`config.mk`:
```
export PLATFORM = sky130hd
export DESIGN_NAME = remap_mul_arb
export DESIGN_NICKNAME = d
export VERILOG_FILES = /design/src/rtl/remap_mul_arb.sv
export SDC_FILE = /design/constraint.sdc
export NUM_CORES = 1
export LEC_CHECK = 0
export ABC_AREA = 1
export BUFFER_PORTS_ARGS = -buffer_cell sky130_fd_sc_hd__buf_2
export CORE_MARGIN = 2
export CORE_UTILIZATION = 50
export CTS_CLUSTER_DIAMETER = 120
export DETAILED_ROUTE_END_ITERATION = 12
export PLACE_DENSITY = 0.69
export SYNTH_ARGS = -nofsm -noshare
export SYNTH_HDL_FRONTEND = slang
export SYNTH_SLANG_ARGS = --single-unit
```
`constraint.sdc`:
```
create_clock -name ap_clk -period 5.5 [get_ports ap_clk]
set_input_delay 0.275 -clock ap_clk [delete_from_list [all_inputs] [get_ports ap_clk]]
set_output_delay 0.275 -clock ap_clk [all_outputs]
set_load 0.02 [all_outputs]
```
`src/rtl/remap_mul_arb.sv`:
```
// remap_mul_arb: two requesters share one pipelined 11x11 unsigned multiplier.
//   Ports: ap_clk, ap_rst_n (async, active-low)
//          req{0,1}_valid/_ready/_a/_b : operand request channels (ready is combinational)
//          rsp{0,1}_valid/_ready       : product response channels
//          rsp_p                       : 22-bit product shared by both response channels
//          gnt_cnt{0,1}                : 16-bit issue counters, present only with
//                                        REMAP_MUL_ARB_STATS_EN defined
// Round-robin arbitration; a MUL_LAT-deep {vld, tag} tracker mirrors the multiplier
// pipeline, and both are frozen while the tail result waits for its owner.

// Shared pipelined multiplier: input capture register plus NUM_STAGE-2 product stages.
module remap_accel_mul_mul_11ns_11ns_22_4_1 #(
   parameter int unsigned NUM_STAGE  = 4,
   parameter int unsigned din0_WIDTH = 11,
   parameter int unsigned din1_WIDTH = 11,
   parameter int unsigned dout_WIDTH = 22
) (
   input  logic                  clk,
   input  logic                  reset,
   input  logic                  ce,
   input  logic [din0_WIDTH-1:0] din0,
   input  logic [din1_WIDTH-1:0] din1,
   output logic [dout_WIDTH-1:0] dout
);
   localparam int unsigned PSTG = NUM_STAGE - 2;

   logic [din0_WIDTH-1:0] a_q;
   logic [din1_WIDTH-1:0] b_q;
   logic [dout_WIDTH-1:0] p_q [PSTG];

   // Data pipeline; contents are qualified downstream, reset only for tidiness.
   always_ff @(posedge clk) begin
      if (reset) begin
         a_q <= '0;
         b_q <= '0;
         for (int unsigned i = 0; i < PSTG; i++) p_q[i] <= '0;
      end else if (ce) begin
         a_q    <= din0;
         b_q    <= din1;
         p_q[0] <= dout_WIDTH'(a_q) * dout_WIDTH'(b_q);
         for (int unsigned i = 1; i < PSTG; i++) p_q[i] <= p_q[i-1];
      end
   end

   assign dout = p_q[PSTG-1];
endmodule

module remap_mul_arb #(
   parameter int unsigned MUL_LAT = 3
) (
   input  logic        ap_clk,
   input  logic        ap_rst_n,
   input  logic        req0_valid,
   output logic        req0_ready,
   input  logic [10:0] req0_a,
   input  logic [10:0] req0_b,
   input  logic        req1_valid,
   output logic        req1_ready,
   input  logic [10:0] req1_a,
   input  logic [10:0] req1_b,
   output logic        rsp0_valid,
   input  logic        rsp0_ready,
   output logic        rsp1_valid,
   input  logic        rsp1_ready,
   output logic [21:0] rsp_p
`ifdef REMAP_MUL_ARB_STATS_EN
  ,output logic [15:0] gnt_cnt0,
   output logic [15:0] gnt_cnt1
`endif
);
   localparam int unsigned OPW = 11;
   localparam int unsigned PW  = 22;

   logic [MUL_LAT-1:0] vld_q, vld_d;
   logic [MUL_LAT-1:0] tag_q, tag_d;
   logic               last_grant_q;
   logic               tail_vld, tail_tag;
   logic               stall, grant, issue;
   logic [OPW-1:0]     mul_a, mul_b;
   logic [PW-1:0]      mul_dout;

   assign tail_vld = vld_q[MUL_LAT-1];
   assign tail_tag = tag_q[MUL_LAT-1];

   // Arbitration, stall and tracker next-state.
   always_comb begin
      stall = tail_vld && (tail_tag ? !rsp1_ready : !rsp0_ready);
      grant = 1'b0;
      if (req0_valid && req1_valid) grant = !last_grant_q;
      else if (req1_valid)          grant = 1'b1;
      issue      = ap_rst_n && !stall && (req0_valid || req1_valid);
      req0_ready = issue && !grant;
      req1_ready = issue && grant;
      mul_a      = grant ? req1_a : req0_a;
      mul_b      = grant ? req1_b : req0_b;
      vld_d      = {vld_q[MUL_LAT-2:0], issue};
      tag_d      = {tag_q[MUL_LAT-2:0], grant};
   end

   // Tracker and round-robin pointer; tracker shifts in lockstep with multiplier ce.
   always_ff @(posedge ap_clk or negedge ap_rst_n) begin
      if (!ap_rst_n) begin
         vld_q        <= '0;
         tag_q        <= '0;
         last_grant_q <= 1'b1;
      end else begin
         if (!stall) begin
            vld_q <= vld_d;
            tag_q <= tag_d;
         end
         if (issue) last_grant_q <= grant;
      end
   end

   remap_accel_mul_mul_11ns_11ns_22_4_1 #(
      .NUM_STAGE  (MUL_LAT + 1),
      .din0_WIDTH (OPW),
      .din1_WIDTH (OPW),
      .dout_WIDTH (PW)
   ) u_mul (
      .clk   (ap_clk),
      .reset (!ap_rst_n),
      .ce    (!stall),
      .din0  (mul_a),
      .din1  (mul_b),
      .dout  (mul_dout)
   );

   assign rsp0_valid = tail_vld && !tail_tag;
   assign rsp1_valid = tail_vld && tail_tag;
   assign rsp_p      = mul_dout;

`ifdef REMAP_MUL_ARB_STATS_EN
   logic [15:0] gnt_cnt0_q, gnt_cnt1_q;

   // Per-requester issue counters, wrapping naturally at 16 bits.
   always_ff @(posedge ap_clk or negedge ap_rst_n) begin
      if (!ap_rst_n) begin
         gnt_cnt0_q <= '0;
         gnt_cnt1_q <= '0;
      end else if (issue) begin
         if (grant) gnt_cnt1_q <= gnt_cnt1_q + 16'd1;
         else       gnt_cnt0_q <= gnt_cnt0_q + 16'd1;
      end
   end

   assign gnt_cnt0 = gnt_cnt0_q;
   assign gnt_cnt1 = gnt_cnt1_q;
`endif
endmodule

```
# Word-level counts from Yosys, hierarchy flattened
# Memory sizes are Yosys's and may differ from the RTL's.
# Cells that the tools add are included.
[totals] register_bits=29 ram_bits=44 in_bits=50 word_cells=35 mem_count=1
[op_classes] mul=1 n_mux=11 bitwise_logic=2 n_reduce_logical=15
[memory_table] name="u_mul.p_q" words=2 word_bits=22 rd=2 rd_clocked_by_memory_dff=0 write_ports=2 line="29" source="logic [dout_WIDTH-1:0] p_q [PSTG];"
[op_table] op="$mux W22" count=2
[op_table] op="$mul A11 B11 Y22" count=1
[op_table] op="$mux W11" count=2
[op_table] op="$logic_and A1 B1 Y1" count=8
[op_table] op="$mux W1" count=7
[op_table] op="$logic_not A1 Y1" count=6
[op_table] op="$or A1 B1 Y1" count=2
[op_table] op="$logic_or A1 B1 Y1" count=1

# Longest topological paths before layout
# Gate-level depths: netlist (run 1).
[depth] ltp_word=7 mapped_depth=23 depth_no_buf=22

# Hierarchy
# Synthesis (run 1) repeated with hierarchy kept, for this count alone.
[unflattened] cells_unflattened=977 hier_area_um2=7444.6
[modules_own_cells] module="remap_accel_mul_mul_11ns_11ns_22_4_1" n_inst=1 cells_per_inst=862 area_per_inst_um2=6816.5 seq_area_each_um2=1761.7
[modules_own_cells] module="remap_mul_arb" n_inst=1 cells_per_inst=115 area_per_inst_um2=628.1 seq_area_each_um2=176.4

# Worst setup path before layout (run 1)
# OpenSTA, ideal clock, no wires.
[synth_path] path_kind="reg-to-reg" start="register u_mul.a_q[7]" end="memory u_mul.p_q[0][17] (data pin)" setup_ns=0.255 t_arrival_ns=4.216 required_time_ns=5.245 slack_ns=1.030 path_stages_with_launch=19 path_cell_list="dfxtp_1 clkbuf_1 nand2_1 fa_1 inv_1 fa_1 inv_1 fa_1 inv_1 fa_1 fa_1 ha_1 nand2_1 nor2_1 nand3_1 nand3_2 nand2_1 a21oi_1 nor2_1"
[synth_rtl] item="start: declaration" line="27" source="logic [din0_WIDTH-1:0] a_q;"
[synth_rtl] item="start signal: assignment" line="38" source="a_q <= din0;"
[synth_rtl] item="end: declaration" line="29"

==> flow_summary.yaml, run 1 <==
floorplanning:
  start_util_pct: 51.2
  rows: 44
  dieArea_um2: 15900
  core_um2: 14500
  die_height_um: 126
  io_pins: 76
  die_x_um: 126
cts:
  clk_pin_slew_ns: 0.06
  cts_tree: "built"
  cts-resized-gates: 0
  htreeDepth: 3
  ctsRootBufferMaster: "clkbuf_16"
  insertion_delay_ns: 0.34
  cts.path.max_buffers: 2
  cts_sinks: 73
  cts_setup_buffers: 0
  numCtsBuffers: 9
cells_and_area:
  regArea_um2: 1940
  diodes: 0
  drive_gt1_share_pct: 13.1
  syn2layout_area_growth_pct: 7.44
  multi_input_area_um2: 4270
  layout.nets: 1118
  final.fill_count: 1382
global_routing:
  antenna_found_initial: 0
  grt_max_degree: 54
  grt_pass1_wl_um: 25200
  grt_pass1_vias: 5621
  overflow: 0
  grtUsageTotal_pct: 19.6
yosys:
  ys_seq_elements: 73
  synth.distinct_cells: 37
  ys_warn_count: 0
  netlist_area_um2: 7450
  yosys.area.top_type: "fa_1"
  synth_ff_type: "edfxtp_1"
  avgSynthCellArea_um2: 8.31
  synth-seq-area-share_pct: 26.0
  syn_nets: 1086
  syn-instance-count: 896
  synth_most_common_cell: "inv_1"
  synth_edf_count: 44
  synthTopCellsByArea: "fa_1 22%, edfxtp_1 18%, inv_1 11%"
  synth_top_cell_area_share_pct: 21.5
  synth_common_cells: "226 x inv_1, 202 x nand2_1, 80 x fa_1, 60 x ha_1, 52 x nor2_1"
  async_reset_ff_share_pct: 9.59
power_and_ir_drop:
  ir_drop_mv: 0.180
  power.density_nw_per_um2: 379
  p_leak_nw: 4.54
drt:
  first_iter_violations: 336
  dr.pass1.iters: 5
  viasPerCell: 4.91
  routed-via-count: 5482
  finalWirelength_um: 14100
  drc: 0
  wl_per_cell_um: 12.6
  drtAntennaViolNets: 0
place:
  gp_congestion: 0.880
  portBuffers: 75
  pre_cts_ws_ns: 0.657
  post-dp-hpwl_um: 10800
outcome:
  run_status: "completed"
setup_path:
  cp.arrival_ns: 4.96
  cp.required_ns: 5.59
  r2r_cells: 18
  critPathMaxFanout: 12
  start_kind: "flop"
  cp-startpoint: "u_mul.a_q[8]"
  crit_path_end_kind: "flop"
  r2r_end: "u_mul.p_q[0][20]"
  reg2reg_setup_slack_ns: 0.63
  rr_startpoint: "u_mul.a_q[8]"
  path_class: "reg -> reg"
timing:
  worst_pin_slew_ns: 1.13
  max_slew_margin_pct: 24.3
  rsz0062_at_grt: "false"
  post-route-period-util_pct: 88.5
  slew_violations: 0
  tns_ns: 0
  finalHoldViolations: 0
  worst_slack_ns: 0.631
  fin_crit_ns: 4.87
  setup_viol: 0
  skew_ns: 0.00476
  max_freq_mhz: 205
hold_path:
  hold_end: "u_mul.a_q[0]"
  hp-start: "req1_a[0]"
  hold_path_depth: 3
  hold_path_class: "in -> reg"
flow_run:
  max_cap_violations: 0
==> cell type report <==
class,count,area share [%]
inverters,228,10.8
clock buffers,15,3.72
well taps,184,2.88
clock inverters,1,0.0625
multi-input cells,538,53.4
flip-flops and latches,73,24.2
repair buffers,78,5.00
==> registers in the layout (all words and copies together) (netlist names) <==
register / count
last_grant_q: 1
u_mul.p_q: 44
u_mul.b_q: 11
tag_q: 3
u_mul.a_q: 11
vld_q: 3
==> repair_timing <==
action                                  CTS  global route
endpoints found under the setup margin    0             0
endpoints found under the hold margin     6             0
hold buffers                              1             0
==> routing by layer <==
| metal | wire, µm | GRT usage [%] |
|---|---|---|
| met1 | 6280 | 24.6 |
| met2 | 7000 | 34.0 |
| met3 | 533 | 3.02 |
| met4 | 274 | 7.37 |
| met5 | 0 | 0 |
==> critical path, stage by stage (launching register included) <==
cell	delay (ns)
dfxtp_1	0.67
nand2_1	0.16
fa_1	0.55
inv_1	0.05
fa_1	0.49
fa_1	0.51
fa_1	0.49
inv_1	0.05
fa_1	0.47
inv_1	0.04
ha_1	0.35
nand2_1	0.11
inv_1	0.07
a21oi_1	0.18
nand3_2	0.15
nand2_1	0.12
nand3_1	0.07
nand2_1	0.06
nor2_1	0.04
==> how the worst max path moves through the flow <==
stage | end | slack (ns) | depth (start not counted)
2_1_floorplan | u_mul.p_q[0][17] | 1.03 | 18
4_1_cts | u_mul.p_q[0][20] | 0.65 | 18
6_report | u_mul.p_q[0][20] | 0.63 | 18
3_3_place_gp | u_mul.p_q[0][20] | 0.70 | 18
5_1_grt | u_mul.p_q[0][16] | 0.37 | 18
3_5_place_dp | u_mul.p_q[0][20] | 0.66 | 18
==> metrics by stage <==
stage | total power, W | cells | hold WS [ns] | cell area [µm²] | util (%)
final | 0.00303 | 1117 | 0.194 | 8000 | 55.1
after global routing | 0.00333 | 1117 | 0.209 | 8000 | 55.1
after CTS | 0.00306 | 1117 | 0.180 | 8000 | 55.1
after detailed placement | 0.00245 | 1100 | 0.275 | 7690 | 52.9
after global placement | 0.00243 | 1100 | 0.285 | 7690 | 52.9
after floorplan | 0.00218 | 896 | -0.0206 | 7450 | -
==> power by group <==
group	total, W	switching [W]	internal (W)
registers	0.000983	0.000180	0.000803
logic	0.00146	0.000928	0.000531
clock network	0.000590	0.000219	0.000370
==> logic make-up (layout without fill, tap and decap cells) <==
group / count (synthesis) / after routing / share of synthesized area [%]
multiplexers: 22 / 22 / 2.96
AO/OA/AOI/OAI: 71 / 71 / 5.76
flip-flops: 73 / 73 / 26.0
AND/OR/NAND/NOR: 303 / 303 / 16.8
XOR/XNOR: 2 / 2 / 0.235
buffers and inverters: 285 / 322 / 16.6
adder cells (fa/ha/maj): 140 / 140 / 31.6
==> placed cells by master, fill, tap and decap left out, types with 2 or more instances in the layout <==
cell type  synthesis  routed
inv_1            226     226
nand2_1          202     202
fa_1              80      80
buf_2              2      75
ha_1              60      60
nor2_1            52      52
edfxtp_1          44      44
nand3_1           34      34
a21oi_1           30      30
mux2i_1           22      22
dfxtp_1           22      22
o21ai_0           17      17
o21ai_2           15      15
clkbuf_16          0      11
o21ai_1            6       6
dfrtp_1            6       6
nand3_2            3       3
nand2_2            2       2
and2_1             2       2
nor3_1             2       2
or2_2              2       2
o22ai_2            2       2
clkbuf_1          22       2
clkbuf_4           2       2
buf_4             25       2
No activity file was read; power rests on OpenSTA's default activity.
==> run 2: changes to the inputs <==
--- a/config.mk
+++ b/config.mk
@@ -7,11 +7,12 @@
 export LEC_CHECK = 0
 export ABC_AREA = 1
 export BUFFER_PORTS_ARGS = -buffer_cell sky130_fd_sc_hd__buf_2
+export CAP_MARGIN = 0
 export CORE_MARGIN = 2
 export CORE_UTILIZATION = 50
 export CTS_CLUSTER_DIAMETER = 120
 export DETAILED_ROUTE_END_ITERATION = 12
-export PLACE_DENSITY = 0.69
+export PLACE_DENSITY = 0.77
 export SYNTH_ARGS = -nofsm -noshare
 export SYNTH_HDL_FRONTEND = slang
 export SYNTH_SLANG_ARGS = --single-unit
==> constraint.sdc (replaced) <==
create_clock -name ap_clk -period 4.8 [get_ports ap_clk]
set_input_delay 0.24 -clock ap_clk [delete_from_list [all_inputs] [get_ports ap_clk]]
set_output_delay 0.24 -clock ap_clk [all_outputs]
set_load 0.02 [all_outputs]
==> flow_summary.yaml, run 2 (same netlist as run 1, synthesis figures left out) <==
drt:
  viasPerCell: 4.96
  first_iter_violations: 313
  routed-via-count: 5614
  drc: 0
  dr.pass1.iters: 5
  drtAntennaViolNets: 0
  finalWirelength_um: 14900
  wl_per_cell_um: 13.2
timing:
  max_slew_margin_pct: 24.1
  max_freq_mhz: 221
  tns_ns: 0
  skew_ns: 0.00878
  fin_crit_ns: 4.53
  slew_violations: 0
  setup_viol: 0
  finalHoldViolations: 0
  rsz0062_at_grt: "false"
  post-route-period-util_pct: 94.4
  worst_pin_slew_ns: 1.13
place:
  gp_congestion: 0.914
  portBuffers: 75
  post-dp-hpwl_um: 11400
global_routing:
  antenna_found_initial: 0
  grtUsageTotal_pct: 20.9
  overflow: 0
  grt_pass1_vias: 6013
  grt_max_degree: 54
  grt_pass1_wl_um: 27000
power_and_ir_drop:
  power_w: 0.00368
  p_leak_nw: 4.64
  ir_drop_mv: 0.216
  power.density_nw_per_um2: 447
setup_path:
  cpMostUsedCell: "fa_1"
  critPathMaxFanout: 10
  path_class: "reg -> reg"
  start_kind: "flop"
  crit_path_end_kind: "flop"
  critPathSlowestCell: "fa_1"
  path_cells: "nand2_1 -> fa_1 -> inv_1 -> fa_1 -> inv_1 -> fa_1 -> inv_1 -> fa_1 -> fa_1 -> ha_4 -> nand2_1 -> nor2_1 -> nand3_1 -> nand3_2 -> nand2_1 -> a21oi_1 -> nor2_1"
  cp.required_ns: 4.90
  cpPeakStageDelay_ns: 0.54
  cp.arrival_ns: 4.64
cells_and_area:
  layout.nets: 1133
  mostFrequentLayoutCells: "226 x inv_1, 200 x nand2_1, 80 x fa_1"
  reg_top3: "u_mul.p_q: 44 flops, u_mul.a_q: 11 flops, u_mul.b_q: 11 flops"
  syn2layout_area_growth_pct: 10.5
  diodes: 0
  drive_gt1_share_pct: 16.9
  layout_commonest_cell: "inv_1"
  top_register: "u_mul.p_q"
  largest_reg_flops: 44
cts:
  ctsRootBufferMaster: "clkbuf_16"
  numCtsBuffers: 9
  cts_sinks: 73
  insertion_delay_ns: 0.35
  clk_pin_slew_ns: 0.06
  cts_tree: "built"
  cts.path.max_buffers: 2
  htreeDepth: 3
floorplanning:
  die_x_um: 126
  die_height_um: 126
  core_um2: 14500
  io_pins: 76
  rows: 44
  dieArea_um2: 15900
  start_util_pct: 51.2
outcome:
  run_status: "completed"
hold_path:
  hold_path_class: "in -> reg"
flow_run:
  max_cap_violations: 0
==> run 2: area by class of cell <==
| type | count | area, µm² |
|---|---|---|
| sequential | 73 | 1960 |
| tap | 184 | 230 |
| fill | 1345 | 6300 |
| clock buffer | 15 | 335 |
| timing repair buffer | 93 | 517 |
| inverter | 228 | 861 |
| multi-input combinational | 538 | 4320 |
| clock inverter | 1 | 8.76 |
==> run 2: final timing paths <==
path / startpoint / end / slack, ns / cells past startpoint
min reg2reg: vld_q[1] / vld_q[2] / 0.47 / 1
min: req1_b[0] / u_mul.b_q[0] / 0.15 / 3
max: u_mul.b_q[3] / u_mul.p_q[0][21] / 0.27 / 17
max in group asynchronous: ap_rst_n / tag_q[2] / 4.01 / 2
min in group asynchronous: ap_rst_n / vld_q[1] / 0.42 / 2
max reg2reg: u_mul.b_q[3] / u_mul.p_q[0][21] / 0.27 / 17
==> run 2: worst max-delay path: cells and delay by family (launching register included) <==
kind            cells  cell delay [ns]
fa+ha+maj           6             2.82
simple gates        7             0.69
compound gates      1             0.14
buf+inv             3             0.17
flops               1             0.45
==> run 2: per-layer routing <==
| layer | vias up | share of wire [%] | track usage [%] |
|---|---|---|---|
| li1 | 2755 | - | - |
| met1 | 2685 | 42 | 25.7 |
| met2 | 140 | 50 | 36.1 |
| met3 | 34 | 4.8 | 3.53 |
| met4 | 0 | 2.8 | 9.44 |
| met5 | - | 0 | 0 |
==> run 2: power breakdown <==
| part | switching, W | internal, W | total, W | leakage (nW) |
|---|---|---|---|---|
| logic | 0.00113 | 0.000693 | 0.00183 | 3.69 |
| registers | 0.000176 | 0.000929 | 0.00111 | 0.784 |
| clock network | 0.000268 | 0.000480 | 0.000748 | 0.171 |
==> run 2: repair_timing <==
| action | in CTS | in global routing |
|---|---|---|
| resized for setup | 1 | 24 |
| gates cloned | 0 | 0 |
| hold buffers | 1 | 0 |
| setup buffers | 0 | 2 |
| pin swaps | 0 | 1 |
| endpoints found under the setup margin | 2 | 12 |
| hold endpoints to repair | 6 | 0 |
==> run 2: metrics by stage <==
| stage | hold slack [ns] | cells | area, µm² | worst slack, ns | utilization (%) |
|---|---|---|---|---|---|
| global route | 0.165 | 1132 | 8230 | 0.0000311 | 56.7 |
| finish | 0.152 | 1132 | 8230 | 0.268 | 56.7 |
| floorplan | -0.0556 | 896 | 7450 | 0.330 | - |
| global placement | 0.243 | 1113 | 7790 | 0.0430 | 53.6 |
| detailed placement | 0.247 | 1113 | 7790 | -0.00593 | 53.6 |
| CTS | 0.149 | 1130 | 8140 | 0.0198 | 56.0 |
